<file path="src/rtl/mem_req_ctrl_pkg.sv">
// Shared types for the MEM-stage data-memory request controller:
// FSM state encoding and the access-size codes used by the load/store formatter.
package mem_ctrl_pkg;

  typedef enum logic [2:0] {
    ST_IDLE       = 3'd0,
    ST_REQ        = 3'd1,
    ST_WAIT       = 3'd2,
    ST_DONE       = 3'd3,
    ST_DRAIN_REQ  = 3'd4,
    ST_DRAIN_WAIT = 3'd5
  } state_e;

  localparam logic [1:0] SIZE_BYTE = 2'd0;
  localparam logic [1:0] SIZE_HALF = 2'd1;
  localparam logic [1:0] SIZE_WORD = 2'd2;

  // Drain states finish a cancelled transaction whose result is thrown away.
  function automatic logic is_drain(state_e s);
    return (s == ST_DRAIN_REQ) || (s == ST_DRAIN_WAIT);
  endfunction

endpackage

</file>
<file path="src/rtl/mem_req_ctrl_if.sv">
// SRAM-like data bus with req/addr_ok/data_ok handshake.
// master = the controller issuing requests, slave = the memory side.
interface mem_req_ctrl_if;

  logic        data_req;
  logic        data_wr;
  logic [1:0]  data_size;
  logic [31:0] data_addr;
  logic [3:0]  data_wstrb;
  logic [31:0] data_wdata;
  logic        data_addr_ok;
  logic        data_data_ok;
  logic [31:0] data_rdata;

  modport master (
    output data_req, data_wr, data_size, data_addr, data_wstrb, data_wdata,
    input  data_addr_ok, data_data_ok, data_rdata
  );

  modport slave (
    input  data_req, data_wr, data_size, data_addr, data_wstrb, data_wdata,
    output data_addr_ok, data_data_ok, data_rdata
  );

endinterface

</file>
<file path="src/rtl/mem_req_ctrl.sv">
// MEM-stage data-memory sequencer: issues one bus transaction per memory
// instruction, stalls the pipeline until it completes, and drains flushed ones.
module mem_req_ctrl
  import mem_ctrl_pkg::*;
(
  input  logic          clk,
  input  logic          rst,
  input  logic          mem_valid,
  input  logic          mem_wr,
  input  logic [1:0]    mem_size,
  input  logic [31:0]   mem_addr,
  input  logic [3:0]    mem_wstrb,
  input  logic [31:0]   mem_wdata,
  input  logic          mem_ade,
  input  logic          flush,
  output logic          stall,
  output logic          mem_done,
  output logic [31:0]   mem_rdata,
  mem_req_ctrl_if.master bus
);

  state_e      r_state;
  logic        r_req;
  logic        r_wr;
  logic [1:0]  r_size;
  logic [31:0] r_addr;
  logic [3:0]  r_wstrb;
  logic [31:0] r_wdata;
  logic        r_mem_done;
  logic [31:0] r_mem_rdata;

  logic        w_accept;

  assign w_accept = mem_valid & ~mem_ade & ~flush;

  // A new instruction arriving during a drain must wait for the bus to free up.
  assign stall = (w_accept && (r_state != ST_DONE)) ||
                 (mem_valid && is_drain(r_state));

  assign mem_done       = r_mem_done;
  assign mem_rdata      = r_mem_rdata;
  assign bus.data_req   = r_req;
  assign bus.data_wr    = r_wr;
  assign bus.data_size  = r_size;
  assign bus.data_addr  = r_addr;
  assign bus.data_wstrb = r_wstrb;
  assign bus.data_wdata = r_wdata;

  // NOTE: sequential state uses non-blocking assignments only, so every
  // register samples the pre-edge values regardless of statement order.
  always_ff @(posedge clk) begin
    if (rst) begin
      r_state     <= ST_IDLE;
      r_req       <= 1'b0;
      r_wr        <= 1'b0;
      r_size      <= 2'd0;
      r_addr      <= 32'd0;
      r_wstrb     <= 4'd0;
      r_wdata     <= 32'd0;
      r_mem_done  <= 1'b0;
      r_mem_rdata <= 32'd0;
    end else begin
      r_mem_done <= 1'b0;
      case (r_state)
        ST_IDLE: begin
          if (w_accept) begin
            r_wr    <= mem_wr;
            r_size  <= mem_size;
            r_addr  <= mem_addr;
            r_wstrb <= mem_wr ? mem_wstrb : 4'd0;
            r_wdata <= mem_wdata;
            r_req   <= 1'b1;
            r_state <= ST_REQ;
          end
        end
        ST_REQ: begin
          // A raised request is never withdrawn; a flush only redirects to a drain.
          if (bus.data_addr_ok) begin
            r_req   <= 1'b0;
            r_state <= flush ? ST_DRAIN_WAIT : ST_WAIT;
          end else if (flush) begin
            r_state <= ST_DRAIN_REQ;
          end
        end
        ST_WAIT: begin
          if (flush) begin
            r_state <= bus.data_data_ok ? ST_IDLE : ST_DRAIN_WAIT;
          end else if (bus.data_data_ok) begin
            r_mem_rdata <= bus.data_rdata;
            r_mem_done  <= 1'b1;
            r_state     <= ST_DONE;
          end
        end
        ST_DONE: begin
          r_state <= ST_IDLE;
        end
        ST_DRAIN_REQ: begin
          if (bus.data_addr_ok) begin
            r_req   <= 1'b0;
            r_state <= ST_DRAIN_WAIT;
          end
        end
        ST_DRAIN_WAIT: begin
          if (bus.data_data_ok) r_state <= ST_IDLE;
        end
        default: begin
          r_state <= ST_IDLE;
        end
      endcase
    end
  end

endmodule

</file>
<file path="src/flat_wrapper.sv">
// flat-port wrapper written by rule: the top's interface ports become plain ports
module mem_req_ctrl_flat import mem_ctrl_pkg::*;
  (clk, rst, mem_valid, mem_wr, mem_size, mem_addr, mem_wstrb, mem_wdata, mem_ade, flush, stall, mem_done, mem_rdata, bus_data_req, bus_data_wr, bus_data_size, bus_data_addr, bus_data_wstrb, bus_data_wdata, bus_data_addr_ok, bus_data_data_ok, bus_data_rdata);
  mem_req_ctrl_if bus_i ();
  input  logic clk;
  input  logic rst;
  input  logic mem_valid;
  input  logic mem_wr;
  input  logic [1:0] mem_size;
  input  logic [31:0] mem_addr;
  input  logic [3:0] mem_wstrb;
  input  logic [31:0] mem_wdata;
  input  logic mem_ade;
  input  logic flush;
  output logic stall;
  output logic mem_done;
  output logic [31:0] mem_rdata;
  output wire logic [$bits(bus_i.data_req)-1:0] bus_data_req;
  output wire logic [$bits(bus_i.data_wr)-1:0] bus_data_wr;
  output wire logic [$bits(bus_i.data_size)-1:0] bus_data_size;
  output wire logic [$bits(bus_i.data_addr)-1:0] bus_data_addr;
  output wire logic [$bits(bus_i.data_wstrb)-1:0] bus_data_wstrb;
  output wire logic [$bits(bus_i.data_wdata)-1:0] bus_data_wdata;
  input wire logic [$bits(bus_i.data_addr_ok)-1:0] bus_data_addr_ok;
  input wire logic [$bits(bus_i.data_data_ok)-1:0] bus_data_data_ok;
  input wire logic [$bits(bus_i.data_rdata)-1:0] bus_data_rdata;
  assign bus_data_req = bus_i.data_req;
  assign bus_data_wr = bus_i.data_wr;
  assign bus_data_size = bus_i.data_size;
  assign bus_data_addr = bus_i.data_addr;
  assign bus_data_wstrb = bus_i.data_wstrb;
  assign bus_data_wdata = bus_i.data_wdata;
  assign bus_i.data_addr_ok = bus_data_addr_ok;
  assign bus_i.data_data_ok = bus_data_data_ok;
  assign bus_i.data_rdata = bus_data_rdata;
  mem_req_ctrl u_core (.clk(clk), .rst(rst), .mem_valid(mem_valid), .mem_wr(mem_wr), .mem_size(mem_size), .mem_addr(mem_addr), .mem_wstrb(mem_wstrb), .mem_wdata(mem_wdata), .mem_ade(mem_ade), .flush(flush), .stall(stall), .mem_done(mem_done), .mem_rdata(mem_rdata), .bus(bus_i));
endmodule
</file>
<file path="config.mk">
export PLATFORM = sky130hd
export DESIGN_NAME = mem_req_ctrl_flat
export DESIGN_NICKNAME = d
export VERILOG_FILES = /design/src/rtl/mem_req_ctrl_pkg.sv /design/src/rtl/mem_req_ctrl_if.sv /design/src/rtl/mem_req_ctrl.sv /design/src/flat_wrapper.sv
export SDC_FILE = /design/constraint.sdc
export NUM_CORES = 1
export LEC_CHECK = 0
export CORE_ASPECT_RATIO = 1.5
export CORE_MARGIN = 2
export CORE_UTILIZATION = 41
export DETAILED_ROUTE_END_ITERATION = 7
export PLACE_DENSITY_LB_ADDON = 0.3
export SLEW_MARGIN = 40
export SYNTH_ARGS = -nofsm -noshare
export SYNTH_HDL_FRONTEND = slang
export SYNTH_SLANG_ARGS = --single-unit
</file>
<file path="constraint.sdc">
create_clock -name clk -period 2.3 [get_ports clk]
set_input_delay 0.23 -clock clk [delete_from_list [all_inputs] [get_ports clk]]
set_output_delay 0.23 -clock clk [all_outputs]
set_load 0.005 [all_outputs]
</file>
==> metrics, run 1 <==
status=finished, final reports clean; Least-Margin Pin Slew=about 610 ps; Rows=43; R2R depth=5; Arr. time, crit path=between 1500 and 2000 ps; Worst Hold Depth=2; Routed WL=11340 µm; Finished Layout Cells=812; Period Utilization, post-route=~87%; Final Hold Viols=0; CP max stage delay=620 ps; first-pass GRT wire length=between 15000 and 20000 µm; RSZ-0062 raised after global routing=false; vias per cell=4.968; H-tree depth=3; post-cts gate resize count=0; Final ANT Viol Nets=0; final slew viol count=0; dpl cells=about 800; Clock Latency Late Sink=about 350 ps; Sw Share=24.17%; mean area per synthesized cell=around 7.8 µm²; Tmin final=2009 ps; Int Pwr=0.003025 W; GRT Total Usage=between 20 and 25%; fillers=about 740; initial core utilization=42.08%; CP delay by family, top=flip-flops; WL per Instance=between 10 and 15 µm; Critical path buffers and inverters=1; syn nets=608; sequential area share after synthesis=a little under three fifths; Crit Path Max Fanout=14; CP cell instances=nand2_1, a21oi_1, nor2_1, clkdlybuf4s50_1; grt ovf=0; initial antenna violation count=0; die area=between 0.01 and 0.015 mm²; floorplan core area=~0.0093 mm²; total CTS buffers=9; most frequent cells in the layout=clkdlybuf4s50_1 (214), nand2_1 (205), dfxtp_1 (108); Final Worst Setup Slack=roughly 290 ps; clk_skew=~6.3 ps; fin nets=a little over 800; Yosys warning count=0; Worst-path clk slew=about 70 ps; multi-input combinational cell area=0.001559 mm²; register area=roughly 0.0022 mm²; Pwr Density=approximately 620 mW/mm²; CTS root buffer=clkbuf_16; CTS tree=built; number of global-route vias before repair=3849; HP Class=primary input to flip-flop; max_slew headroom=around three fifths; design area=approximately 0.0064 mm²; WS Path Type=flip-flop to output pin; DP Wirelength=around 8400 µm; part of the power in registers=about half; largest net degree at the start of global routing=60; Crit. End Element=output pin; number of max-cap violations=0; Setup TNS Final=0 ps; vias=4034; Gate Count Post-Synth=about 500; register bit total from synthesis=about 110; fraction of layout cells with a size suffix above 1=~4.1%; worst-case clock buffer depth=2; critical path launch point type=flip-flop; post-CTS setup buffer count=0; DRT iter0 DRCs=174; area grow syn2layout=64.14%; gpl congestion=approximately 0.8; commonest non-fill, non-tap cell in the layout=clkdlybuf4s50_1; # clock sinks=108; Synth cell types=26; CP max stage cell=dfxtp_1; Clock power frac=35.5%; Setup WS pre-CTS=just over 400 ps; Netlist Area Pre-Place=roughly 0.0039 mm²; final setup fails=0; VDD IR max=0.4192 mV; Req. time, crit path=about 2100 ps; die height=between 100 and 150 µm; # IOs=about 220; NetSw=between 0.0009 and 0.001 W; Comb power frac=14.6%; input/output buffers=around 220; number of detailed-route iterations in the first pass=4; DIE WIDTH=approximately 84 µm; hold-fix buffers at CTS=0; DRC=0; DP Area=0.006115 mm²; antenna cell count=0; Leakage=approximately 2.2 nW; cell count along the critical path=4; Max Fclk=497.7 MHz
[path summary, 6_finish.rpt]
check	startpoint	slack (ps)	to
worst max-delay path	u_core.r_state[0]$_SDFFE_PP0P_	290	stall
worst min-delay path	rst	370	u_core.mem_done$_SDFF_PP0_
worst max register to register	u_core.r_state[0]$_SDFFE_PP0P_	530	u_core.bus.data_wdata[23]$_SDFFE_PP0P_
worst min register to register	u_core.bus.data_wstrb[3]$_SDFFE_PP0P_	450	u_core.bus.data_wstrb[3]$_SDFFE_PP0P_
[cell type report]
class	instances	share of cell area, %
timing repair buffer	225	35.20
sequential	108	33.83
multi-input combinational	351	24.39
clock buffer	9	3.524
tap	112	2.193
clock inverter	6	0.8027
inverter	1	0.05873
[cells by family after synthesis]
group           Yosys count  synth area share, %
simple gates            234                24.20
mux                       1               0.2571
flops                   108                55.53
compound gates          115                15.20
buf+inv                  39                4.595
xor+xnor                  1               0.2250
[routing by layer]
layer,share of wire [%],routed length (µm),global-route usage (%),up-vias
li1,-,-,-,2009
met1,37,4223,23.25,1851
met2,52,5944,39.25,156
met3,8.2,925,7.143,18
met4,2.2,246,7.762,0
met5,0,0,0,-
[synth_stat cells]
cell type,instances,area share [%]
clkbuf_1,22,2.1
nor2b_1,2,0.32
nand2b_1,2,0.32
and4b_1,1,0.26
nor4_1,1,0.16
dfxtp_1,108,56
nand2_1,205,20
and3_1,2,0.32
xor2_1,1,0.22
a21oi_1,106,14
nor3b_1,3,0.58
a21boi_0,1,0.19
mux2i_1,1,0.26
a211oi_1,2,0.39
nor3_2,1,0.26
a32oi_1,1,0.22
buf_4,5,0.96
buf_2,11,1.4
or3b_1,1,0.22
nor2_1,8,0.77
nand4b_1,2,0.45
a311oi_1,1,0.22
o21ai_0,3,0.39
nand3_1,6,0.77
a31oi_1,1,0.16
inv_1,1,0.096
[per-stage QoR]
stage	util, %	hold slack [ps]	power, W
CTS	69.06	369.8	0.004034
detailed placement	66.08	442.8	0.002616
finish	69.06	371.5	0.003989
floorplan	-	366.0	0.002245
global route	69.06	417.8	0.004182
global placement	66.08	437.2	0.002598
[power groups by stage]
stage	combinational (W)	clock [W]	sequential, W
after CTS	0.000588	0.00146	0.00199
final	0.000582	0.00142	0.00199
after detailed placement	0.000584	0	0.00203
after floorplan	0.000228	0	0.00202
after global routing	0.000633	0.00155	0.00200
after global placement	0.000570	0	0.00203
[registers in the layout, summed over array words and instances (netlist names)]
register / flops
u_core.mem_done: 1
u_core.mem_rdata: 32
u_core.r_state: 3
u_core.bus.data_req: 1
u_core.bus.data_wstrb: 4
u_core.bus.data_size: 2
u_core.bus.data_wdata: 32
u_core.bus.data_wr: 1
u_core.bus.data_addr: 32
No activity file was read; power rests on OpenSTA's default activity.
==> inputs of run 2 (changes only) <==
--- a/config.mk
+++ b/config.mk
@@ -6,9 +6,10 @@
 export NUM_CORES = 1
 export LEC_CHECK = 0
 export CORE_ASPECT_RATIO = 1.5
-export CORE_MARGIN = 2
+export CORE_MARGIN = 4
 export CORE_UTILIZATION = 41
 export DETAILED_ROUTE_END_ITERATION = 7
+export HOLD_SLACK_MARGIN = 0.08
 export PLACE_DENSITY_LB_ADDON = 0.3
 export SLEW_MARGIN = 40
 export SYNTH_ARGS = -nofsm -noshare
==> run 2 against run 1 <==
Maximum frequency increased by 4.5%. Sequential power about the same. Design area increased by 0.20%. Largest cell class unchanged. Highest routed layer unchanged.
==> metrics, run 2 (same netlist as run 1, synthesis figures left out) <==
status=finished, final reports clean; RSZ-0062 raised after global routing=false; WS Path Type=flip-flop to output pin; gpl congestion=0.7752 (-0.79%); Leakage=2.183 nW (+0.18%); clk_skew=7.046 ps (+0.7403 ps); Top Metal Used=met4; vias per cell=4.958 (-0.20%); commonest non-fill, non-tap cell in the layout=clkdlybuf4s50_1; initial antenna violation count=0 (unchanged); Period Utilization, post-route=83.62% (-3.7 points); fin nets=806 (unchanged); DRC=0 (unchanged); Final Worst Setup Slack=376.8 ps (+85.93 ps); final setup fails=0 (unchanged); number of max-cap violations=0 (unchanged); post-CTS setup buffer count=0 (unchanged); DIE WIDTH=87.57 µm (+4.8%); HP Class=primary input to flip-flop; Final Hold Viols=0 (unchanged); post-cts gate resize count=0 (unchanged); Finished Layout Cells=813 (+0.12%); WL met1=4230 µm (+0.17%); final slew viol count=0 (unchanged); Final ANT Viol Nets=0 (unchanged); Req. time, crit path=2070 ps (about the same); CTS root buffer=clkbuf_16; VDD IR max=0.4759 mV (+14%); WL met3=1228 µm (+33%); fraction of layout cells with a size suffix above 1=4.137% (-0.0059 points); Critical path buffers and inverters=1 (unchanged); die height=127.4 µm (+3.2%); max_slew headroom=60.58% (+0.95 points); area grow syn2layout=64.46%; Arr. time, crit path=1690 ps (-90 ps); DP Wirelength=8632 µm (+3.3%); met2 WL=5929 µm (-0.25%); Crit. End Element=output pin; Clock Latency Late Sink=340 ps (about the same); Worst-path clk slew=60 ps (about the same); # clock sinks=108 (unchanged); floorplan core area=0.009254 mm² (unchanged); CTS tree=built; Max Fclk=520.0 MHz (+4.5%); # IOs=216 (unchanged); GRT Total Usage=20.67% (-0.86 points); number of detailed-route iterations in the first pass=6 (+2); antenna cell count=0 (unchanged); largest net degree at the start of global routing=58 (-3.3%); Tmin final=1923 ps (-85.93 ps); most frequent cells in the layout=clkdlybuf4s50_1 (214), nand2_1 (205), dfxtp_1 (108); first-pass GRT wire length=18420 µm (+2.2%); DRT iter0 DRCs=216 (+24%); number of global-route vias before repair=3910 (+1.6%); critical path launch point type=flip-flop; grt ovf=0 (unchanged); CP cell instances=nand2_1, a21oi_1, nor2_1, clkdlybuf4s50_1; Crit Path Max Fanout=14 (unchanged); CP max stage delay=600 ps (-20 ps); hold-fix buffers at CTS=0 (unchanged); Rows=43 (unchanged); WL per Instance=14.39 µm (+3.0%); vias=4031 (-0.074%); H-tree depth=3 (unchanged); Setup TNS Final=0 ps (unchanged); Least-Margin Pin Slew=591.3 ps (-14.24 ps); worst-case clock buffer depth=2 (unchanged); input/output buffers=215 (unchanged); initial core utilization=42.08% (unchanged); CP delay by family, top=flip-flops; final core occ=69.20% (+0.14 points); Pwr Density=640.9 mW/mm² (+2.7%); die area=0.01115 mm² (+8.2%); dpl cells=797 (unchanged); Routed WL=11700 µm (+3.1%); CP max stage cell=dfxtp_1; total CTS buffers=9 (unchanged); Setup WS pre-CTS=396.6 ps (-7.977 ps)
-- run 2: cell types whose count changed in the layout (fill, tap and decap cells not counted), sizes merged --
cell,previous run,this run
clkbuf,9,11
clkinvlp,1,2
bufinv,0,1
clkinv,4,1
-- run 2: cell type report --
type | instances | area [µm²]
fillers | 758 | 2850
repair buffers | 225 | 2237
flip-flops and latches | 108 | 2162
multi-input cells | 351 | 1559
clock buffers | 11 | 242.7
well taps | 112 | 140.1
clock inverters | 5 | 58.81
inverters | 1 | 3.754
-- run 2: path summary, 6_finish.rpt --
check                                          from                                      to  slack, ps  cells after the start
min reg2reg  u_core.bus.data_wdata[23]$_SDFFE_PP0P_  u_core.bus.data_wdata[23]$_SDFFE_PP0P_        450                      2
max                  u_core.r_state[0]$_SDFFE_PP0P_                                   stall        380                      4
max reg2reg          u_core.r_state[0]$_SDFFE_PP0P_   u_core.bus.data_wdata[4]$_SDFFE_PP0P_        610                      5
min                                             rst              u_core.mem_done$_SDFF_PP0_        380                      2
-- run 2: worst register-to-register path: stages, from the launching register on --
cell	delay, ps
dfxtp_1	440
nor3_2	330
and3_2	270
buf_4	320
nand2_1	120
a21oi_1	150
-- run 2: per-stage QoR --
stage          hold WS (ps)  instance area, µm²  total power, W
2_1_floorplan         366.0                3894        0.002245
3_3_place_gp          440.3                6102        0.002593
3_5_place_dp          445.7                6102        0.002609
4_1_cts               366.0                6404        0.004153
5_1_grt               419.6                6404        0.004295
6_report              382.4                6404        0.004104
-- run 2: power by group --
group	total [W]	switching, W	internal (W)
Sequential	0.00199	0.0000534	0.00194
Clock	0.00154	0.000665	0.000876
Combinational	0.000574	0.000227	0.000347
Total	0.00410	0.000945	0.00316
-- run 2: routing by layer --
layer	up-vias	GRT usage, %
met5	-	0
met4	0	7.949
met3	22	8.774
met2	166	35.52
met1	1833	22.06
li1	2010	-
==> inputs of run 3 (changes only) <==
--- a/config.mk
+++ b/config.mk
@@ -7,7 +7,7 @@
 export LEC_CHECK = 0
 export CORE_ASPECT_RATIO = 1.5
 export CORE_MARGIN = 4
-export CORE_UTILIZATION = 41
+export CORE_UTILIZATION = 38
 export DETAILED_ROUTE_END_ITERATION = 7
 export HOLD_SLACK_MARGIN = 0.08
 export PLACE_DENSITY_LB_ADDON = 0.3
==> constraint.sdc (replaced) <==
create_clock -name clk -period 1.95 [get_ports clk]
set_input_delay 0.195 -clock clk [delete_from_list [all_inputs] [get_ports clk]]
set_output_delay 0.195 -clock clk [all_outputs]
set_load 0.005 [all_outputs]
==> run 3 against run 2 <==
Clock skew is 1.2 ps lower. Wire length is 2.9% higher. Worst setup slack worse by 230 ps. Flip-flop and latch count stayed put. Global-route usage is 0.71 points lower. Via count is 0.65% lower. Core utilization is 4.8 points lower. First-iteration DRC count is 19% lower. Hold slack worse by 96 ps. Clock power is 21% higher. Sequential share of layout area is 0.44 points lower.
==> metrics, run 3 (same netlist as run 1, synthesis figures left out) <==
number of global-route vias before repair=3911 (+0.026%); input/output buffers=215 (unchanged); total CTS buffers=9 (unchanged); post-CTS setup buffer count=0 (unchanged); Final Hold Viols=0 (unchanged); Critical path buffers and inverters=2 (+1); Pwr Density=758.5 mW/mm² (+18%); final slew viol count=0 (unchanged); vias=4005 (-0.65%); DRT iter0 DRCs=174 (-19%); clk_skew=5.861 ps (-1.184 ps); GRT Total Usage=19.96% (-0.71 points); area grow syn2layout=66.81%; Max Fclk=between 500 and 600 MHz; cell count along the critical path=5 (+1); Worst-path clk slew=60 ps (about the same); Setup TNS Final=0 ps (unchanged); Leakage=2.217 nW (+1.6%); H-tree depth=3 (unchanged); worst-case clock buffer depth=2 (unchanged); Crit Path Max Fanout=3 (-11); # clock sinks=108 (unchanged); critical path launch point type=primary input; grt ovf=0 (unchanged); die height=132.0 µm (+3.6%); # IOs=216 (unchanged); antenna cell count=0 (unchanged); largest net degree at the start of global routing=66 (+14%); number of max-cap violations=0 (unchanged); Clock Latency Late Sink=340 ps (about the same); initial antenna violation count=0 (unchanged); CP max stage cell=clkdlybuf4s50_1; WS Path Type=primary input to output pin; number of detailed-route iterations in the first pass=4 (-2); Arr. time, crit path=1600 ps (-90 ps); status=finished, final reports clean; Req. time, crit path=1750 ps (-320 ps); Crit path top cell by count=clkdlybuf4s50_1; commonest non-fill, non-tap cell in the layout=clkdlybuf4s50_1; max_slew headroom=70.98% (+10 points); Worst Hold Depth=2 (unchanged); RSZ-0062 raised after global routing=false; CP cell instances=clkdlybuf4s50_1, nor2_2, a21oi_1, nor2_1, clkdlybuf4s50_1; fraction of layout cells with a size suffix above 1=4.708% (+0.57 points); most frequent cells in the layout=clkdlybuf4s50_1 (214), nand2_1 (205), a21oi_1 (106), dfxtp_1 (106), clkbuf_16 (9); DP Wirelength=8819 µm (+2.2%); Routed WL=12040 µm (+2.9%); final core occ=64.44% (-4.8 points); gpl congestion=0.7868 (+1.5%); Tmin final=around 1800 ps; R2R depth=5 (unchanged); CP max stage delay=520 ps (-80 ps); fillers=868 (+15%); DIE WIDTH=90.65 µm (+3.5%); fin nets=807 (+0.12%); Period Utilization, post-route=between 90 and 100%; die area=0.01196 mm² (+7.3%); DRC=0 (unchanged); first-pass GRT wire length=19390 µm (+5.3%); Final ANT Viol Nets=0 (unchanged); Crit. End Element=output pin; VDD IR max=0.4602 mV (-3.3%); WL per Instance=14.72 µm (+2.3%); CTS root buffer=clkbuf_16; initial core utilization=38.63% (-3.4 points); HP Class=primary input to flip-flop; Rows=45 (+4.7%); worst hold slack=286.9 ps (-95.51 ps); vias per cell=4.896 (-1.3%); CTS tree=built; final setup fails=0 (unchanged); CP delay by family, top=buffers and inverters; Least-Margin Pin Slew=435.4 ps (-155.9 ps); floorplan core area=0.01008 mm² (+8.9%)
==> run 3: changes by cell type in the layout (fill, tap and decap cells not counted), moves of 2 or more <==
cell / change
dfxtp_1: -2
buf_12: +5
clkbuf_8: +2
buf_4: -4
dfxtp_2: +2
==> run 3: final timing paths <==
kind                                                            start                                     to  slack [ps]
worst max register to register         u_core.r_state[2]$_SDFFE_PP0P_  u_core.bus.data_wdata[4]$_SDFFE_PP0P_         400
worst max-delay path                                            flush                                  stall         150
worst min register to register  u_core.bus.data_wstrb[2]$_SDFFE_PP0P_  u_core.bus.data_wstrb[2]$_SDFFE_PP0P_         450
worst min-delay path                                              rst             u_core.mem_done$_SDFF_PP0_         290
==> run 3: per-layer routing <==
| metal | up-vias | GRT usage, % | part of all wire, % |
|---|---|---|---|
| met2 | 158 | 35.82 | 51 |
| met5 | - | 0 | 0 |
| met3 | 19 | 7.025 | 9.4 |
| met1 | 1821 | 20.92 | 37 |
| li1 | 2007 | - | - |
| met4 | 0 | 8.348 | 1.9 |
==> run 3: final cells by class <==
type	count	area, µm²	share of cell area, %
inverter	1	3.754	0.05779
multi-input combinational	351	1562	24.04
timing repair buffer	226	2307	35.52
tap	117	146.4	2.254
sequential	108	2165	33.33
clock inverter	3	45.04	0.6935
clock buffer	12	266.5	4.103
==> run 3: power by group <==
group / switching [W] / internal [W]
registers: 0.0000491 / 0.00228
clock network: 0.000777 / 0.00109
logic: 0.000294 / 0.000429
total: 0.00112 / 0.00381
==> run 3: worst register-to-register path, cell delays in order, from the launching register on <==
cell     delay, ps
dfxtp_2        390
nor3_2         330
and3_2         310
buf_12         190
nand2_1         80
a21oi_1        180
==> run 3: per-stage QoR <==
stage / total power, W / setup WS [ps] / instance area, µm² / std cells
CTS: 0.004976 / 51.03 / 6490 / 818
detailed placement: 0.003103 / 132.9 / 6178 / 803
floorplan: 0.002648 / 656.9 / 3894 / 498
global placement: 0.003083 / 176.8 / 6178 / 803
global route: 0.005137 / 63.52 / 6495 / 818
finish: 0.004926 / 150.3 / 6495 / 818
==> run 3: what timing repair did <==
action,in CTS,in global routing
gates resized for setup,0,3
hold buffers,0,0
endpoints found under the setup margin,0,1
